--- src/rtl/logic_sched_pkg.sv ---
// Shared constants for the logic-op scheduler: opcode encodings, FSM state codes and id sizing.
package logic_sched_pkg;

    typedef logic [1:0] opcode_t;
    typedef logic [1:0] sched_state_t;

    localparam opcode_t OP_AND  = 2'b00;
    localparam opcode_t OP_OR   = 2'b01;
    localparam opcode_t OP_XOR  = 2'b10;
    localparam opcode_t OP_NAND = 2'b11;

    localparam sched_state_t IDLE = 2'd0;
    localparam sched_state_t EXEC = 2'd1;
    localparam sched_state_t RESP = 2'd2;

    // A single requester still needs a one-bit id field.
    function automatic int id_width(input int nreq);
        return (nreq > 1) ? $clog2(nreq) : 1;
    endfunction

endpackage

--- src/rtl/rr_arbiter.sv ---
// Combinational round-robin pick: first set request at or above ptr, else wrap to the lowest one.
module rr_arbiter
    import logic_sched_pkg::*;
#(
    parameter int NREQ = 4,
    localparam int IDW = id_width(NREQ)
) (
    input  logic [NREQ-1:0] req,
    input  logic [IDW-1:0]  ptr,
    output logic [IDW-1:0]  grant,
    output logic            any_req
);

    logic           hit_hi;
    logic           hit_lo;
    logic [IDW-1:0] gnt_hi;
    logic [IDW-1:0] gnt_lo;

    always_comb begin
        hit_hi = 1'b0;
        hit_lo = 1'b0;
        gnt_hi = '0;
        gnt_lo = '0;
        for (int j = 0; j < NREQ; j++) begin
            if (!hit_hi && req[j] && (IDW'(j) >= ptr)) begin
                hit_hi = 1'b1;
                gnt_hi = IDW'(j);
            end
            if (!hit_lo && req[j]) begin
                hit_lo = 1'b1;
                gnt_lo = IDW'(j);
            end
        end
        any_req = |req;
        grant   = hit_hi ? gnt_hi : gnt_lo;
    end

endmodule

--- src/rtl/logic_op_scheduler.sv ---
// Shares one registered bitwise logic unit among NREQ requesters (IDLE -> EXEC -> RESP).
// Define LOGIC_SCHED_OPCOUNT_EN to add the completed-operation counter output op_count.
module logic_op_scheduler
    import logic_sched_pkg::*;
#(
    parameter int NREQ  = 4,
    parameter int W     = 8,
    parameter int CNT_W = 16,
    localparam int IDW  = id_width(NREQ)
) (
    input  logic              clk,
    input  logic              rst,
    input  logic [NREQ-1:0]   req,
    input  logic [2*NREQ-1:0] op,
    input  logic [W*NREQ-1:0] a,
    input  logic [W*NREQ-1:0] b,
    output logic [NREQ-1:0]   ack,
    output logic [W-1:0]      result,
    output logic [IDW-1:0]    result_id,
    output logic              result_valid,
    output logic              busy
`ifdef LOGIC_SCHED_OPCOUNT_EN
    ,
    output logic [CNT_W-1:0]  op_count
`endif
);

    sched_state_t   state;
    logic [IDW-1:0] rr_ptr;
    logic [IDW-1:0] grant_q;
    opcode_t        op_q;
    logic [W-1:0]   a_q;
    logic [W-1:0]   b_q;

    logic [IDW-1:0]  grant;
    logic            any_req;
    opcode_t         sel_op;
    logic [W-1:0]    sel_a;
    logic [W-1:0]    sel_b;
    logic [W-1:0]    alu_out;
    logic [NREQ-1:0] ack_d;

    rr_arbiter #(
        .NREQ(NREQ)
    ) u_arb (
        .req    (req),
        .ptr    (rr_ptr),
        .grant  (grant),
        .any_req(any_req)
    );

    always_comb begin
        sel_op = OP_AND;
        sel_a  = '0;
        sel_b  = '0;
        for (int i = 0; i < NREQ; i++) begin
            if (grant == IDW'(i)) begin
                sel_op = op[2*i +: 2];
                sel_a  = a[W*i +: W];
                sel_b  = b[W*i +: W];
            end
        end
    end

    always_comb begin
        alu_out = '0;
        case (op_q)
            OP_AND:  alu_out = a_q & b_q;
            OP_OR:   alu_out = a_q | b_q;
            OP_XOR:  alu_out = a_q ^ b_q;
            OP_NAND: alu_out = ~(a_q & b_q);
            default: alu_out = '0;
        endcase
    end

    always_comb begin
        ack_d = '0;
        for (int i = 0; i < NREQ; i++) begin
            if (grant_q == IDW'(i)) begin
                ack_d[i] = 1'b1;
            end
        end
    end

    assign busy = (state == EXEC) || (state == RESP);

    // ack/result_valid are registered on the EXEC->RESP edge so they line up with the RESP cycle.
    always_ff @(posedge clk) begin
        if (rst) begin
            state        <= IDLE;
            rr_ptr       <= '0;
            grant_q      <= '0;
            op_q         <= OP_AND;
            a_q          <= '0;
            b_q          <= '0;
            ack          <= '0;
            result       <= '0;
            result_id    <= '0;
            result_valid <= 1'b0;
        end else begin
            case (state)
                IDLE: begin
                    ack          <= '0;
                    result_valid <= 1'b0;
                    if (any_req) begin
                        grant_q <= grant;
                        op_q    <= sel_op;
                        a_q     <= sel_a;
                        b_q     <= sel_b;
                        state   <= EXEC;
                    end
                end
                EXEC: begin
                    result       <= alu_out;
                    result_id    <= grant_q;
                    ack          <= ack_d;
                    result_valid <= 1'b1;
                    state        <= RESP;
                end
                RESP: begin
                    ack          <= '0;
                    result_valid <= 1'b0;
                    if (grant_q == IDW'(NREQ - 1)) begin
                        rr_ptr <= '0;
                    end else begin
                        rr_ptr <= grant_q + 1'b1;
                    end
                    state <= IDLE;
                end
                default: begin
                    ack          <= '0;
                    result_valid <= 1'b0;
                    state        <= IDLE;
                end
            endcase
        end
    end

`ifdef LOGIC_SCHED_OPCOUNT_EN
    always_ff @(posedge clk) begin
        if (rst) begin
            op_count <= '0;
        end else if (state == RESP) begin
            op_count <= op_count + 1'b1;
        end
    end
`else
    logic unused_cnt_w;
    assign unused_cnt_w = ^CNT_W;
`endif

endmodule

--- config.mk ---
export PLATFORM = sky130hd
export DESIGN_NAME = logic_op_scheduler
export DESIGN_NICKNAME = d
export VERILOG_FILES = /design/src/rtl/logic_sched_pkg.sv /design/src/rtl/rr_arbiter.sv /design/src/rtl/logic_op_scheduler.sv
export SDC_FILE = /design/constraint.sdc
export NUM_CORES = 1
export LEC_CHECK = 0
export ABC_AREA = 1
export CORE_MARGIN = 2
export CORE_UTILIZATION = 40
export CTS_BUF_LIST = sky130_fd_sc_hd__clkbuf_8 sky130_fd_sc_hd__clkbuf_16
export DETAILED_ROUTE_END_ITERATION = 16
export GPL_TIMING_DRIVEN = 0
export HOLD_SLACK_MARGIN = 0.02
export PLACE_DENSITY = 0.75
export SYNTH_ARGS = -nofsm -noshare
export SYNTH_HDL_FRONTEND = slang
export SYNTH_HIERARCHICAL = 1
export SYNTH_SLANG_ARGS = --single-unit
--- constraint.sdc ---
create_clock -name clk -period 1.6 [get_ports clk]
set_clock_uncertainty 0.15 [all_clocks]
set_input_delay 0.16 -clock clk [delete_from_list [all_inputs] [get_ports clk]]
set_output_delay 0.16 -clock clk [all_outputs]
set_load 0.02 [all_outputs]
# Word-level counts from Yosys, hierarchy flattened
# Index checks and enable logic that the tools add are counted.
# totals
input_bits	78
ff_bits	39
wordCells	91
# op_classes
magnitude_cmp	4
muxes	35
reduce_logical	24
bitwise_logic	5
eq_ne	12
add_sub_neg	1
# ops
cell	count
$mux W8	8
$pmux W8 S4	1
$mux W2	11
$eq A2 B2 Y1 const B	7
$mux W1	14
$logic_and A1 B1 Y1	10
$and A8 B8 Y8	1
$eq A2 B1 Y1 const B	4
$logic_not A2 Y1	4
$not A8 Y8	1
$or A8 B8 Y8	1
$xor A8 B8 Y8	1
$logic_not A1 Y1	6
$ge A1 B2 Y1 const A	2
$ge A2 B2 Y1 const A	2
$pmux W2 S2	1
$reduce_or A4 Y1	1
$add A2 B1 Y2 const B	1
$ne A2 B2 Y1 const B	1
$reduce_and A2 Y1	1
$reduce_or A2 Y1	1
$logic_or A1 B1 Y1	1
$not A1 Y1	1

# Depth between registers and ports, before layout
# depth
ltp_word	21
depth_mapped	12
depth_no_buf	10

# Modules after synthesis
# Netlist, hierarchy kept.
# by_module_without_submodules
mod	cells_per_inst	n_inst	seq_area_each_um2	area_per_inst_um2
logic_op_scheduler	381	1	780.7	2605.0
rr_arbiter	21	1	0.0	83.8

# Worst setup path after synthesis
# No wires, ideal clock.
# synth_path
path_kind	reg2reg
from	reg rr_ptr[1]
to	reg a_q[1]
setup_time_ns	0.139
stages_incl_launch_ff	12
arrival_ns	1.286
slack_ns	0.025
cell_sequence	dfxtp_1 > nand2_1 > nand2_1 > nand2_1 > a21oi_1 > buf_6 > nand2_4 > buf_4 > nor2_1 > nor2_1 > nand2_1 > a21oi_2
# synth_via
elab_chain_len	21
word_cells_on_any_way	30
classes_between	4 x order compare; 3 x eq/ne; 12 x mux; 11 x reduce/logical
# synth_rtl
element	line_no	text
start: declaration	logic_op_scheduler.sv:29	logic [IDW-1:0] rr_ptr;
start signal: assignment	logic_op_scheduler.sv:126	rr_ptr <= grant_q + 1'b1;
$ge A1 B2 Y1	rr_arbiter.sv:25	if (!hit_hi && req[j] && (IDW'(j) >= ptr)) begin
$logic_and A1 B1 Y1	rr_arbiter.sv:25	
$mux W1	rr_arbiter.sv:25	
$logic_not A1 Y1	rr_arbiter.sv:25	
$logic_and A1 B1 Y1 (2 in series)	rr_arbiter.sv:25	
$mux W1	rr_arbiter.sv:25	
$logic_not A1 Y1	rr_arbiter.sv:25	
$logic_and A1 B1 Y1 (2 in series)	rr_arbiter.sv:25	
$mux W1	rr_arbiter.sv:25	
$logic_not A1 Y1	rr_arbiter.sv:25	
$logic_and A1 B1 Y1 (2 in series)	rr_arbiter.sv:25	
$mux W2 / $mux W1 (equally long branches)	rr_arbiter.sv:25	
$mux W2 *	rr_arbiter.sv:35	grant = hit_hi ? gnt_hi : gnt_lo;
via grant[0]	logic_op_scheduler.sv:35	logic [IDW-1:0] grant;
$logic_not A2 Y1	logic_op_scheduler.sv:57	if (grant == IDW'(i)) begin
$mux W8 (3 in series)	logic_op_scheduler.sv:57	
$mux W8 *	logic_op_scheduler.sv:57	
end signal: assignment	logic_op_scheduler.sv:108	a_q <= sel_a;
end: declaration	logic_op_scheduler.sv:32	logic [W-1:0] a_q;
# Mark *: on every way through the listed nets, which the timed path passes. The rest lies on a longest branch.
# A chain may end at the register's enable or synchronous reset.

# Worst setup path in the final report
# layout_path
from	reg rr_ptr[1]
to	reg op_q[1]
# layout_via
elab_chain_len	21
word_cells_on_any_way	30
classes_between	4 x order compare; 3 x eq/ne; 12 x mux; 11 x reduce/logical
# layout_rtl
element	line_no	text
$ge A1 B2 Y1	rr_arbiter.sv:25	
$logic_and A1 B1 Y1	rr_arbiter.sv:25	
$mux W1	rr_arbiter.sv:25	
$logic_not A1 Y1	rr_arbiter.sv:25	
$logic_and A1 B1 Y1 (2 in series)	rr_arbiter.sv:25	
$mux W1	rr_arbiter.sv:25	
$logic_not A1 Y1	rr_arbiter.sv:25	
$logic_and A1 B1 Y1 (2 in series)	rr_arbiter.sv:25	
$mux W1	rr_arbiter.sv:25	
$logic_not A1 Y1	rr_arbiter.sv:25	
$logic_and A1 B1 Y1 (2 in series)	rr_arbiter.sv:25	
$mux W2 / $mux W1 (equally long branches)	rr_arbiter.sv:25	
$mux W2 *	rr_arbiter.sv:35	
via grant[0]	logic_op_scheduler.sv:35	
$logic_not A2 Y1	logic_op_scheduler.sv:57	
$mux W2 (3 in series)	logic_op_scheduler.sv:57	
$mux W2 *	logic_op_scheduler.sv:57	
end signal: assignment	logic_op_scheduler.sv:107	op_q <= sel_op;
end: declaration	logic_op_scheduler.sv:31	opcode_t op_q;
# Marks and branches as above.

==> results.rst <==
.. list-table::
   :header-rows: 1

   * - Metric
     - Value
   * - Result of the run
     - finished, violations left
   * - Violated checks
     - setup timing
   * - # port buffers
     - between 90 and 100
   * - Hold_buf cts
     - 0
   * - Die X
     - roughly 86 µm
   * - DR top layer
     - met4
   * - Number of distinct library cells after synthesis
     - 25
   * - Area delta synth->final
     - 60.35%
   * - Area occupied by registers
     - between 700 and 800 µm²
   * - Req. time, crit path
     - 1.62 ns
   * - Arrival time at the worst endpoint
     - about 1.8 ns
   * - Static leakage
     - 1.814 nW
   * - Aggregate routed wire length
     - 8169 µm
   * - End of the worst register-to-register path
     - op_q[1]
   * - Number of DRC markers after the initial detailed-route iteration
     - 124
   * - Routed wirelength normalized by instance count
     - between 10 and 15 µm
   * - Top area cells in the synthesized netlist
     - dfxtp_1 (29%), ha_1 (11%), nand2_1 (11%), nand3_1 (9.7%), nor2_1 (6.4%)
   * - Post-synth design cell area
     - 2689 µm²
   * - Clock Sink Count
     - 39
   * - Per-instance average area after synthesis
     - 6.689 µm²
   * - RD Place Congestion
     - 0.8033
   * - Proportion of register bits with asynchronous set or reset after synthesis
     - 0%
   * - Maximum number of pins on one net before global-route repair
     - 14
   * - Combined global-route utilization of all metal layers
     - just under 20%
   * - Multi-input gate area in the final layout
     - 1879 µm²
   * - Count of inserted antenna diode cells
     - 0
   * - Row Count
     - 29
   * - Area of the die
     - about 7400 µm²
   * - Htree depth
     - 2
   * - Number of failing hold endpoints at the final stage
     - 0
   * - Max Cap Violations
     - 0
   * - Final ANT Viol Nets
     - 0
   * - CTS Buffer Depth
     - 2
   * - Fraction of the mapped netlist area in compound gates
     - approximately 16%
   * - Buffer cell driving the clock tree root
     - clkbuf_8
   * - Net total in the final layout
     - slightly above 600
   * - Setup-violating endpoint count in the final report
     - 19
   * - Die height
     - 85.99 µm
   * - Actual slew at the worst max-slew pin
     - 0.6105 ns
   * - Number of synthesized flops with an enable pin
     - 0
   * - Peak supply drop
     - 0.4913 mV
   * - Power density normalized to cell area
     - 823.3 nW/µm²
   * - F_max
     - 574.8 MHz
   * - Clock slew at reported path FFs
     - around 0.08 ns
   * - Worst hold margin
     - 0.3138 ns
   * - Half-perimeter wire length after detailed placement
     - about 5700 µm
   * - Number of global-route vias before repair
     - 2716
   * - Post-route minimum period
     - approximately 1.7 ns
   * - Startpoint type of the worst setup path
     - flop
   * - Final Slew Violations
     - 0
   * - Detailed-route wire length on metal 1
     - roughly 3300 µm
   * - Yosys warning count
     - 6
   * - First-pass GRT wire length
     - 11970 µm
   * - Most common flop cell mapped by yosys
     - dfxtp_1
   * - Tcrit/Tclk final
     - 108.7%
   * - Synth Area in Simple Gates
     - between 30% and 40%
   * - Xor/xnor share of the synthesized area
     - 0%
   * - Routed length on met3
     - 588 µm
   * - Routed vias
     - 3036
   * - Share of the yosys chip area belonging to registers
     - 29.04%
   * - Initial Util
     - 41.87%
   * - Count of non-filler cells in the finished layout
     - 591
   * - Number of fill cells in the layout
     - 535
   * - Largest family of logic cells by synthesized area
     - simple AND/OR/NAND/NOR gates
   * - CTS tree
     - yes
   * - Cell count of the worst reg-to-reg path
     - 11
   * - FF-to-FF setup slack
     - -0.14 ns
   * - Nature of the critical path endpoint
     - flop
   * - Floorplan Core Area
     - between 6000 and 7000 µm²
   * - Most frequent cell after synthesis
     - nand2_1
   * - Synth Register Bits
     - 39
   * - Metal2 WL
     - 4150 µm
   * - Total global routing overflow
     - 0
   * - Gate count of the mapped netlist
     - around 400
   * - Fraction of the mapped netlist area in adder cells
     - 11.17%
   * - Clock latency of the later-clocked register in the worst-skew pair
     - 0.30 ns
   * - Post-synthesis mux area share
     - 0%
   * - Number of CTS-inserted buffers
     - 5
   * - RSZ-0062 raised after global routing
     - true
   * - Crit path max fanout
     - 5
   * - Placed cell count
     - 572
   * - # DRC
     - 0
   * - Kind of critical path
     - flop to flop
   * - Routed vias/inst
     - 5.137
   * - Worst setup path startpoint
     - rr_ptr[1]
   * - Type of the worst min-delay path
     - flop to flop
   * - Post-route worst setup slack
     - -0.1398 ns
   * - Critical path capture point
     - op_q[1]
   * - Total Negative Setup Slacks
     - -1.834 ns
   * - Initial antenna violation count
     - 0
   * - Top-level I/O count
     - 94
   * - First-pass iteration count of the detailed router
     - 5
   * - Fraction of synthesized cell area taken by the top area cell type
     - 29.04%
   * - Origin of the critical flop-to-flop path
     - rr_ptr[1]
   * - Rel. slew slack
     - 59.30%
   * - Summed area of non-filler cells in the final layout
     - 4312 µm²
   * - Dominant cell type by area after synthesis
     - dfxtp_1
   * - Share of cells above drive strength 1
     - between 20 and 30%
   * - Syn nets
     - 504
   * - List of most frequent post-synthesis cells
     - nand2_1 (79), nand3_1 (52), nor2_1 (46)
   * - Post-detailed-placement cell area
     - around 3700 µm²
[timing repair]
action                                 CTS  global route
setup endpoints to repair               21            24
gates cloned                             0             5
setup buffers                            6             0
gates resized for setup                 44            81
pin swaps                               13            22
endpoints found under the hold margin    0             0
[how the worst min path moves through the flow]
stage | depth (start not counted) | from | slack, ns | end
5_1_grt | 2 | result[1] | 0.34 | result[1]
2_1_floorplan | 1 | rst | 0.09 | result_valid
3_3_place_gp | 2 | result[2] | 0.30 | result[2]
6_report | 2 | result[1] | 0.31 | result[1]
4_1_cts | 2 | result[1] | 0.32 | result[1]
3_5_place_dp | 2 | result[1] | 0.31 | result[1]
[through the flow]
stage	utilization, %	total power [mW]	setup WS, ns
6_report	67.13	3.550	-0.1398
4_1_cts	61.60	3.323	-0.07882
2_1_floorplan	-	1.966	0.02510
3_3_place_gp	57.86	2.398	-0.4536
5_1_grt	67.13	3.768	-0.2299
3_5_place_dp	57.86	2.429	-0.4798
[per-layer routing]
| layer | vias to the layer above | GRT usage, % |
|---|---|---|
| met4 | 0 | 5.195 |
| met2 | 111 | 34.88 |
| met1 | 1407 | 24.05 |
| li1 | 1510 | - |
| met3 | 8 | 4.524 |
| met5 | - | 0 |
[critical path, stage by stage, from the launching register on]
cell	delay [ns]
dfxtp_4	0.39
nand2_2	0.05
nand2_2	0.06
nand2_2	0.06
a21oi_2	0.17
buf_6	0.19
nor2_8	0.07
clkbuf_16	0.16
nand2_1	0.08
nand3_2	0.08
nand2_2	0.08
a21oi_2	0.04
[cell families (layout without fill, tap and decap cells)]
| group | count (synthesis) | after routing |
|---|---|---|
| compound gates | 78 | 78 |
| buf+inv | 69 | 180 |
| flops | 39 | 39 |
| fa+ha+maj | 24 | 24 |
| simple gates | 192 | 193 |
[where the power goes]
part	internal [mW]	leakage (nW)	switching [mW]	total [mW]
logic	0.732	1.43	0.820	1.55
clock network	0.464	0.0581	0.360	0.824
registers	1.08	0.322	0.0880	1.17
total	2.28	1.81	1.27	3.55
[area by class of cell]
cell class	instances	area share, %
clock inverters	3	1.016
clock buffers	5	1.596
repair buffers	103	24.49
multi-input cells	295	43.59
flip-flops and latches	39	18.31
well taps	77	2.234
inverters	48	4.179
plain buffers	21	4.585
[registers in the layout (all words and copies together), names as in the netlist, 2 cells and up]
name       cells
result_id      2
state          2
result         8
op_q           2
grant_q        2
b_q            8
a_q            8
rr_ptr         2
ack            4
[layout by cell type (no fill, tap or decap), types with 14 or more instances in the layout]
master,netlist,final
a21oi_2,10,14
inv_1,44,42
dfxtp_1,39,36
clkdlybuf4s50_1,0,90
nand2_2,3,22
ha_1,24,23
a21oi_1,33,29
nand2_1,79,56
o21ai_0,32,15
nand3_2,0,17
nor2_1,46,34
nand3_1,52,34
No activity file was read; power rests on OpenSTA's default activity.
